[src/rtl/ifetch_queue_pkg.sv]
// ----------------------------------------------------------------------------
// ifetch_queue_pkg
// Shared types for the instruction fetch queue:
//   word_t       32-bit machine word (PCs and instruction words)
//   ifq_entry_t  one buffered fetch result {pc, instr}
//   ifq_state_t  fetch handshake state (idle / waiting for data / dropping)
// ----------------------------------------------------------------------------
package ifetch_queue_pkg;

    typedef logic [31:0] word_t;

    typedef struct packed {
        word_t pc;
        word_t instr;
    } ifq_entry_t;

    typedef enum logic [1:0] {
        IFQ_IDLE = 2'd0,
        IFQ_WAIT = 2'd1,
        IFQ_DROP = 2'd2
    } ifq_state_t;

    localparam word_t WORD_ZERO = 32'h0000_0000;

    function automatic ifq_entry_t ifq_make_entry(input word_t pc, input word_t instr);
        ifq_entry_t e;
        e.pc    = pc;
        e.instr = instr;
        return e;
    endfunction

endpackage

[src/rtl/ifetch_queue_chk.sv]
// ----------------------------------------------------------------------------
// ifetch_queue_chk
// Structural invariants of the fetch queue, kept apart from the datapath.
// Ports:
//   clk, resetn  clock and asynchronous active-low reset
//   wr_en        a word is being written into storage this cycle
//   full         storage is full
//   state        fetch handshake state
// ----------------------------------------------------------------------------
module ifetch_queue_chk
    import ifetch_queue_pkg::*;
(
    input logic       clk,
    input logic       resetn,
    input logic       wr_en,
    input logic       full,
    input ifq_state_t state
);

    // Writing into a full buffer would overwrite the oldest unread word.
    a_no_enq_when_full: assert property (@(posedge clk) disable iff (!resetn)
        !(wr_en && full));

    // The state register only ever holds one of the three encoded states.
    a_state_legal: assert property (@(posedge clk) disable iff (!resetn)
        (state inside {IFQ_IDLE, IFQ_WAIT, IFQ_DROP}));

endmodule

[src/rtl/ifq_ram.sv]
// ----------------------------------------------------------------------------
// ifq_ram
// DEPTH-entry storage for the fetch queue. One synchronous write port and one
// combinational read port. The array carries no reset: an entry is only ever
// read after it has been written, because the pointers gate validity.
// Ports:
//   clk    clock
//   we     write enable
//   waddr  write index
//   wdata  entry to store
//   raddr  read index (queue head)
//   rdata  entry at raddr
// ----------------------------------------------------------------------------
module ifq_ram
    import ifetch_queue_pkg::*;
#(
    parameter int DEPTH = 8,
    parameter int PTR_W = $clog2(DEPTH)
) (
    input  logic             clk,
    input  logic             we,
    input  logic [PTR_W-1:0] waddr,
    input  ifq_entry_t       wdata,
    input  logic [PTR_W-1:0] raddr,
    output ifq_entry_t       rdata
);

    ifq_entry_t mem_q [DEPTH];

    // Write port: capture the entry at the tail index.
    always_ff @(posedge clk) begin
        if (we) begin
            mem_q[waddr] <= wdata;
        end
    end

    assign rdata = mem_q[raddr];

endmodule

[src/rtl/ifetch_queue.sv]
// ----------------------------------------------------------------------------
// ifetch_queue
// Instruction fetch queue between the instruction memory handshake and the
// fetch/decode register. Tracks one outstanding fetch, buffers each returned
// word together with its PC, and presents them in order downstream. A flush
// empties the buffer and discards a response that is still in flight.
//
// Optional feature: define IFETCH_QUEUE_BYPASS_EN to forward a returning word
// straight to the deq_* outputs in the same cycle when the buffer is empty.
//
// Ports:
//   clk, resetn             clock, asynchronous active-low reset
//   flush                   redirect/exception flush
//   fetch_req, fetch_pc     fetch issue (only when fetch_ready=1)
//   fetch_ready             a fetch may be issued this cycle
//   i_data_ok, instr_       returned instruction word from memory
//   deq_valid/pc/instr      head entry presented downstream
//   deq_ready               downstream consumes the head this cycle
//   count                   number of buffered entries
// ----------------------------------------------------------------------------
module ifetch_queue
    import ifetch_queue_pkg::*;
#(
    parameter int DEPTH = 8,
    parameter int PTR_W = $clog2(DEPTH)
) (
    input  logic          clk,
    input  logic          resetn,
    input  logic          flush,
    input  logic          fetch_req,
    input  logic [31:0]   fetch_pc,
    output logic          fetch_ready,
    input  logic          i_data_ok,
    input  logic [31:0]   instr_,
    output logic          deq_valid,
    output logic [31:0]   deq_pc,
    output logic [31:0]   deq_instr,
    input  logic          deq_ready,
    output logic [PTR_W:0] count
);

    localparam logic [PTR_W:0] PTR_ZERO   = {(PTR_W+1){1'b0}};
    localparam logic [PTR_W:0] PTR_ONE    = (PTR_W+1)'(1);
    localparam logic [PTR_W:0] DEPTH_C    = (PTR_W+1)'(DEPTH);
    localparam logic [PTR_W:0] DEPTH_M1_C = (PTR_W+1)'(DEPTH - 1);

    ifq_state_t     state_q, state_d;
    word_t          pend_pc_q, pend_pc_d;
    logic [PTR_W:0] head_q, head_d;
    logic [PTR_W:0] tail_q, tail_d;

    logic           empty_s;
    logic           full_s;
    logic [PTR_W:0] count_s;
    logic           fetch_fire_s;
    logic           enq_s;
    logic           wr_en_s;
    logic           deq_fire_s;
    logic           bypass_s;
    ifq_entry_t     wr_entry_s;
    ifq_entry_t     rd_entry_s;

    // Pointers carry one extra wrap bit so full and empty are distinguishable.
    assign empty_s = (head_q == tail_q);
    assign full_s  = (head_q[PTR_W-1:0] == tail_q[PTR_W-1:0]) &&
                     (head_q[PTR_W] != tail_q[PTR_W]);
    assign count_s = tail_q - head_q;
    assign count   = count_s;

    // Fetch admission: a new fetch is allowed only if its eventual word has a
    // slot reserved, so an enqueue can never land on a full buffer.
    always_comb begin
        fetch_ready = 1'b0;
        if (flush) begin
            fetch_ready = 1'b0;
        end else begin
            case (state_q)
                IFQ_IDLE: fetch_ready = (count_s < DEPTH_C);
                // Back-to-back issue: the word returning now takes one slot.
                IFQ_WAIT: fetch_ready = i_data_ok && (count_s < DEPTH_M1_C);
                IFQ_DROP: fetch_ready = 1'b0;
                default:  fetch_ready = 1'b0;
            endcase
        end
    end

    assign fetch_fire_s = fetch_req && fetch_ready;
    assign enq_s        = (state_q == IFQ_WAIT) && i_data_ok && !flush;
    assign deq_fire_s   = !empty_s && deq_ready && !flush;

`ifdef IFETCH_QUEUE_BYPASS_EN
    assign bypass_s = empty_s && enq_s;
`else
    assign bypass_s = 1'b0;
`endif

    // A bypassed word that is consumed immediately never touches storage.
    assign wr_en_s    = enq_s && !(bypass_s && deq_ready);
    assign wr_entry_s = ifq_make_entry(pend_pc_q, instr_);

    ifq_ram #(
        .DEPTH (DEPTH),
        .PTR_W (PTR_W)
    ) u_ram (
        .clk   (clk),
        .we    (wr_en_s),
        .waddr (tail_q[PTR_W-1:0]),
        .wdata (wr_entry_s),
        .raddr (head_q[PTR_W-1:0]),
        .rdata (rd_entry_s)
    );

    // Downstream view: bypassed word, else buffered head, else zeros.
    always_comb begin
        deq_valid = 1'b0;
        deq_pc    = WORD_ZERO;
        deq_instr = WORD_ZERO;
        if (bypass_s) begin
            deq_valid = 1'b1;
            deq_pc    = pend_pc_q;
            deq_instr = instr_;
        end else if (!empty_s) begin
            deq_valid = 1'b1;
            deq_pc    = rd_entry_s.pc;
            deq_instr = rd_entry_s.instr;
        end else begin
            deq_valid = 1'b0;
        end
    end

    // Fetch handshake next state and pending PC.
    always_comb begin
        state_d   = state_q;
        pend_pc_d = pend_pc_q;
        case (state_q)
            IFQ_IDLE: begin
                if (fetch_fire_s) begin
                    state_d   = IFQ_WAIT;
                    pend_pc_d = fetch_pc;
                end else begin
                    state_d   = IFQ_IDLE;
                end
            end
            IFQ_WAIT: begin
                if (flush) begin
                    // Without the data in hand the response is still owed and
                    // must be swallowed when it arrives.
                    state_d = i_data_ok ? IFQ_IDLE : IFQ_DROP;
                end else if (i_data_ok) begin
                    if (fetch_fire_s) begin
                        state_d   = IFQ_WAIT;
                        pend_pc_d = fetch_pc;
                    end else begin
                        state_d   = IFQ_IDLE;
                    end
                end else begin
                    state_d = IFQ_WAIT;
                end
            end
            IFQ_DROP: begin
                if (i_data_ok) begin
                    state_d = IFQ_IDLE;
                end else begin
                    state_d = IFQ_DROP;
                end
            end
            default: begin
                state_d = IFQ_IDLE;
            end
        endcase
    end

    // Pointer update; a flush overrides any same-cycle enqueue or dequeue.
    always_comb begin
        head_d = head_q;
        tail_d = tail_q;
        if (flush) begin
            head_d = PTR_ZERO;
            tail_d = PTR_ZERO;
        end else begin
            head_d = head_q + (deq_fire_s ? PTR_ONE : PTR_ZERO);
            tail_d = tail_q + (wr_en_s ? PTR_ONE : PTR_ZERO);
        end
    end

    // State, pending PC and pointer registers.
    always_ff @(posedge clk or negedge resetn) begin
        if (!resetn) begin
            state_q   <= IFQ_IDLE;
            pend_pc_q <= WORD_ZERO;
            head_q    <= PTR_ZERO;
            tail_q    <= PTR_ZERO;
        end else begin
            state_q   <= state_d;
            pend_pc_q <= pend_pc_d;
            head_q    <= head_d;
            tail_q    <= tail_d;
        end
    end

    ifetch_queue_chk u_chk (
        .clk    (clk),
        .resetn (resetn),
        .wr_en  (wr_en_s),
        .full   (full_s),
        .state  (state_q)
    );

endmodule

[config.mk]
export PLATFORM = sky130hd
export DESIGN_NAME = ifetch_queue
export DESIGN_NICKNAME = d
export VERILOG_FILES = /design/src/rtl/ifetch_queue_pkg.sv /design/src/rtl/ifetch_queue_chk.sv /design/src/rtl/ifq_ram.sv /design/src/rtl/ifetch_queue.sv
export SDC_FILE = /design/constraint.sdc
export NUM_CORES = 1
export LEC_CHECK = 0
export ABC_AREA = 1
export CORE_ASPECT_RATIO = 1.75
export CORE_MARGIN = 4
export CORE_UTILIZATION = 50
export CTS_BUF_LIST = sky130_fd_sc_hd__clkbuf_8 sky130_fd_sc_hd__clkbuf_16
export DETAILED_ROUTE_END_ITERATION = 6
export DONT_BUFFER_PORTS = 1
export PLACE_DENSITY = 0.74
export SYNTH_ARGS = -nofsm -noshare
export SYNTH_HDL_FRONTEND = slang
export SYNTH_SLANG_ARGS = --single-unit
[constraint.sdc]
create_clock -name clk -period 5.4 [get_ports clk]
set_input_delay 1.35 -clock clk [delete_from_list [all_inputs] [get_ports clk]]
set_output_delay 1.35 -clock clk [all_outputs]
set_load 0.02 [all_outputs]
==> impl_metrics.tcl, run 1 <==
set metrics [dict create \
    yosys.area.top_type_share 0.698 \
    critPathSlowestCell "dfrtp_4" \
    fin_skew_ps 27.5 \
    period_minus_slack_ps 4530 \
    cts_tree "done" \
    fill_cells 3488 \
    post_cts_resized 0 \
    initial_utilization 0.507 \
    root_buffer "clkbuf_16" \
    grt_overflow 0 \
    routed_via_density 5.81 \
    avgRoutedWirePerCell_um 21.6 \
    gp_congestion 0.785 \
    h-tree-depth 2 \
    arrival_ps 3180 \
    core_region_area_um2 43500 \
    finalNetCount 1798 \
    die_w_um 167 \
    grt_antenna_before_repair 0 \
    vias 13500 \
    clock-sinks 554 \
    synth_seq_area_share 0.746 \
    syn_area_um2 22000 \
    powerDensity_nw_per_um2 362 \
    rows 101 \
    grt_util_all_layers 0.205 \
    worstPathCellList "inv_6, buf_4, o21ai_0, o22ai_1, nor2_1, nor2_1" \
    ys_types 28 \
    place_hpwl_mm 27.6 \
    timing.hold.ws_ps 459 \
    dr.pass1.iters 5 \
    grt_setup_unrepaired "false" \
    slew_violations 0 \
    grt_max_degree 195 \
    cp_num_buf_inv 2 \
    grt_pass1_vias 13500 \
    drc 0 \
    syn_area_per_cell_um2 12.6 \
    min_period_over_period 0.839 \
    yosys_warnings 0 \
    first_iter_violations 1134 \
    synth_top_area_cell "edfxtp_1" \
    finalWirelength_mm 50.0 \
    postRouteAntennaNets 0 \
    p_int_uw 6940 \
    crit_required_ps 4050 \
    status "finished clean" \
    p_seq_frac 0.568 \
    tightest_slew_ps 1050 \
    area.growth.synth_to_final_pct 9.83 \
    post_cts.repair.setup_buffers 0 \
    hold_viol_final 0 \
    max_freq_ghz 0.221 \
    synth_nets 1832 \
    cts_made_buffers 48 \
    synth_area_leaders "edfxtp_1 70%, nor2_1 7.9%, o21ai_0 5.9%" \
    relSlewSlack 0.300 \
    setup_tns_ps 0 \
    crit_family "buffers and inverters" \
    drv_cap 0 \
    cts_buffer_depth 3 \
    clkPwrFrac 0.400 \
    switching_power_uw 1830 \
    setup-violations-final 0 \
    diodes 0 \
    worstSetupPathType "reg2out" \
    synth_cells 1754 \
    clk_latency_ps 580 \
    cp-start-kind "register" \
    pwr-share-comb 0.032 \
    die_area_um2 47600 \
    drive_above_1_share 0.0723 \
    swShare 0.208 \
    fp.dieH_um 286 \
    crit_top_cell "nor2_1" \
    hold_path.class "in2async" \
    pin_count 140 \
    vdd_drop_max_v 0.000243 \
    end_kind "output pin" \
    cpPeakStageDelay_ps 680 \
    worstPathMaxFanout 93 \
    grt_pass1_wl_mm 76.3 \
    synth_seq_cells 554 \
    hold_buffers 0 \
    clkTransAtPathRegs_ps 70 \
    port_buffers 0 \
    total_leakage_power_uw 0.00817 \
]
## area by class of cell
class                   count  area, um2  area share
inverters                  22       88.8     0.00367
repair buffers             35        350      0.0145
well taps                 566        708      0.0293
clock inverters            36        399      0.0165
flip-flops and latches    554      16400       0.680
multi-input cells        1059       4970       0.206
clock buffers              50       1230      0.0508
## state kept, by name (all words and copies together) (netlist names)
name,cells
head_q,4
state_q,2
tail_q,4
pend_pc_q,32
u_ram.mem_q,512
## power by group through the flow
| stage | combinational [uW] | sequential, uW | clock (uW) |
|---|---|---|---|
| floorplan | 215 | 5020 | 0 |
| global placement | 274 | 5060 | 0 |
| detailed placement | 282 | 5070 | 0 |
| CTS | 283 | 4980 | 3560 |
| global route | 312 | 5000 | 3730 |
| finish | 279 | 4980 | 3510 |
## kinds of logic (layout without fill, tap and decap cells)
family	after synthesis	count (layout)	share of synthesized area
xor+xnor	1	1	0.000398
simple gates	658	658	0.117
buf+inv	141	143	0.0318
flops	554	554	0.746
compound gates	392	392	0.100
fa+ha+maj	8	8	0.00489
## metal layers
layer	vias to the layer above	part of all wire	track usage
met5	-	0	0
met4	0	0.029	0.0766
met3	98	0.062	0.0386
met2	449	0.54	0.374
met1	6722	0.37	0.239
li1	6233	-	-
## worst paths after layout
path,startpoint,slack (ps),depth (start not counted),end
setup / recovery,head_q[0],870,6,deq_instr[28]
setup reg to reg,head_q[0],1810,11,pend_pc_q[3]
hold reg to reg,tail_q[2],570,1,tail_q[2]
min in group clk,tail_q[2],570,1,tail_q[2]
max in group asynchronous,resetn,4830,0,head_q[1]
hold / removal,resetn,460,0,pend_pc_q[24]
## Yosys cell counts
master	number
edfxtp_1	512
ha_1	7
nand2_1	148
xnor2_1	1
nand3_2	1
inv_1	20
a21oi_1	3
a21oi_2	1
o22ai_1	64
buf_6	13
nand3_1	5
buf_8	1
fa_1	1
clkbuf_1	57
o21ai_0	260
nor2_1	466
inv_2	2
clkbuf_2	1
buf_1	15
or2_2	1
o211ai_1	64
nand4_1	32
buf_4	2
dfrtp_1	42
buf_12	1
nor3_1	4
buf_2	29
and2_1	1
## worst register-to-register path: cells and delay by family (launching register included)
kind / cells / cell delay (ps)
AND/OR/NAND/NOR: 5 / 860
buffers and inverters: 3 / 850
adder cells (fa/ha/maj): 2 / 840
flip-flops: 1 / 760
AO/OA/AOI/OAI: 1 / 170
## metrics by stage
stage | utilization | setup slack (ps) | total power [uW] | instance area (um2) | instances
5_1_grt | 0.556 | 626 | 9040 | 24200 | 2322
2_1_floorplan | - | 423 | 5240 | 22000 | 1754
4_1_cts | 0.556 | 821 | 8820 | 24200 | 2322
3_3_place_gp | 0.519 | 1510 | 5330 | 22600 | 2236
3_5_place_dp | 0.519 | 1460 | 5350 | 22600 | 2236
6_report | 0.556 | 868 | 8760 | 24200 | 2322
## cells in the final DEF (no fill, tap or decap)
cell          n
inv_2         2
dfrtp_1      39
dfrtp_4       3
a21oi_4       1
ha_1          7
buf_4        28
nor2_4        6
clkbuf_16    48
inv_1        28
nand3_1       5
o21ai_0     260
or2_2         1
fa_1          1
o22ai_1      64
nand2_2       1
clkinv_8      1
clkinvlp_4    1
o211ai_1     64
nand3_2       1
clkinv_2      7
clkbuf_8      2
buf_12        7
xnor2_1       1
a21oi_1       3
edfxtp_1    512
nor3_4        2
clkinv_1      3
clkinv_4      2
and2_1        1
inv_8         2
inv_6         4
bufinv_16     7
nor3_1        2
nand4_1      32
nor2_1      460
nand2_1     147
inv_16        1
(Power assumes the default switching activity.)
==> inputs of run 2 (changes only) <==
==> constraint.sdc (replaced) <==
create_clock -name clk -period 4.15 [get_ports clk]
set_input_delay 1.0375 -clock clk [delete_from_list [all_inputs] [get_ports clk]]
set_output_delay 1.0375 -clock clk [all_outputs]
set_load 0.02 [all_outputs]
==> impl_metrics.tcl, run 2 (synthesis results as in run 1) <==
set metrics [dict create \
    pin_count 140 \
    root_buffer "clkbuf_16" \
    p_int_uw 8830 \
    crit_required_ps 3110 \
    relSlewSlack 0.413 \
    swShare 0.209 \
    grt_util_all_layers 0.210 \
    total_leakage_power_uw 0.00818 \
    pwr-share-comb 0.033 \
    grt_max_degree 195 \
    drive_above_1_share 0.0705 \
    p_seq_frac 0.581 \
    period_minus_slack_ps 3970 \
    cts_tree "done" \
    postRouteAntennaNets 0 \
    finalPower_uw 11200 \
    slew_violations 0 \
    setup-violations-final 0 \
    avgRoutedWirePerCell_um 22.1 \
    drc 0 \
    powerDensity_nw_per_um2 461 \
    clock-sinks 554 \
    worstSetupPathType "reg2out" \
    place_hpwl_mm 28.1 \
    clkPwrFrac 0.386 \
    rr_worst_depth 10 \
    cts_buffer_depth 3 \
    max_freq_ghz 0.252 \
    grt_setup_unrepaired "false" \
    arrival_ps 2930 \
    area.growth.synth_to_final_pct 9.97 \
    finalWirelength_mm 51.4 \
    use_met2 0.383 \
    top_regs "u_ram.mem_q x512, pend_pc_q x32" \
    die_w_um 167 \
    drv_cap 0 \
    hold_viol_final 0 \
    r2r-end "pend_pc_q[20]" \
    port_buffers 0 \
    hold_buffers 0 \
    first_iter_violations 1132 \
    clkTransAtPathRegs_ps 70 \
    h-tree-depth 2 \
    gp_congestion 0.789 \
    finalNetCount 1800 \
    final_cell_mix "512 x edfxtp_1, 459 x nor2_1, 260 x o21ai_0" \
    tightest_slew_ps 878 \
    fp.dieH_um 286 \
    cpPeakStageDelay_ps 630 \
    dr.pass1.iters 5 \
    status "finished clean" \
    switching_power_uw 2330 \
    worstPathCellList "inv_2, buf_4, fa_1, nand2_1, nor2_1, a21oi_4, and2_1" \
    met3_usage 0.0383 \
    r2r_start "head_q[1]" \
    clk_latency_ps 570 \
    routed_via_density 5.89 \
    worst_slack_ps 180 \
    die_area_um2 47600 \
    post_cts.repair.setup_buffers 0 \
    grt_pass1_vias 13900 \
    cts_made_buffers 47 \
    cp-start-kind "register" \
    timing.hold.ws_ps 159 \
    vdd_drop_max_v 0.000393 \
    grt_pass1_wl_mm 78.5 \
    crit_start "head_q[1]" \
    min_period_over_period 0.957 \
    vias 13700 \
    end_kind "output pin" \
    grt_overflow 0 \
    grt_util_met1 0.243 \
    fin_skew_ps 19.2 \
    fill_cells 3452 \
    core_region_area_um2 43500 \
    grt_antenna_before_repair 1 \
    hold_path.class "in2async" \
    largest_reg_flops 512 \
    final_common_cell "edfxtp_1" \
    critPathSlowestCell "buf_4" \
    top_usage_layer "met2" \
    post-place-ws_ps 480 \
    setup_tns_ps 0 \
    rows 101 \
    post_cts_resized 0 \
    initial_utilization 0.507 \
    worstPathMaxFanout 65 \
    reg2reg_slack_ps 500 \
    regMostFlops "u_ram.mem_q" \
]
==> run 2: cell count changes in the layout (fill, tap and decap cells not counted), moves of 2 or more <==
cell        before  now
buf_12           7   16
buf_4           28   22
bufinv_16        7    4
clkinvlp_4       1    3
inv_1           28   35
inv_6            4    2
inv_8            2    0
==> run 2: routing by layer <==
metal	part of all wire	wire length (um)
met5	0	0
met1	0.36	18700
met2	0.53	27400
met4	0.037	1900
met3	0.064	3310
==> run 2: stage by stage <==
stage	utilization	cells	cell area, um2
after detailed placement	0.522	2239	22700
final	0.557	2326	24200
after global routing	0.557	2326	24200
after global placement	0.522	2239	22700
after floorplan	-	1754	22000
after CTS	0.557	2325	24200
==> run 2: power by group through the flow <==
stage          combinational (uW)  sequential [uW]  clock, uW
3_3_place_gp                  360             6590          0
6_report                      369             6480       4310
2_1_floorplan                 280             6540          0
5_1_grt                       414             6500       4610
3_5_place_dp                  373             6600          0
4_1_cts                       374             6480       4380
==> run 2: worst max-delay path by stage <==
stage                                   end  slack, ps
after floorplan           u_ram.mem_q[0][0]       -510
after global placement        pend_pc_q[29]        630
after detailed placement      pend_pc_q[20]        480
after CTS                         deq_pc[7]        110
after global routing            fetch_ready         60
final                           fetch_ready        180
==> run 2: worst max-delay path: cells and delay by family, from the launching register on <==
family,cells,cell delay (ps)
compound gates,1,130
simple gates,3,490
flops,1,490
fa+ha+maj,1,560
buf+inv,2,700
==> run 2: final cells by class <==
| type | instances | area (um2) | share of cell area |
|---|---|---|---|
| Antenna cell | 1 | 2.50 | 0.000103 |
| Clock inverter | 35 | 277 | 0.0114 |
| Multi-Input combinational cell | 1059 | 4970 | 0.205 |
| Sequential cell | 554 | 16400 | 0.679 |
| Timing Repair Buffer | 38 | 485 | 0.0200 |
| Clock buffer | 51 | 1240 | 0.0513 |
| Tap cell | 566 | 708 | 0.0292 |
| Inverter | 22 | 88.8 | 0.00367 |
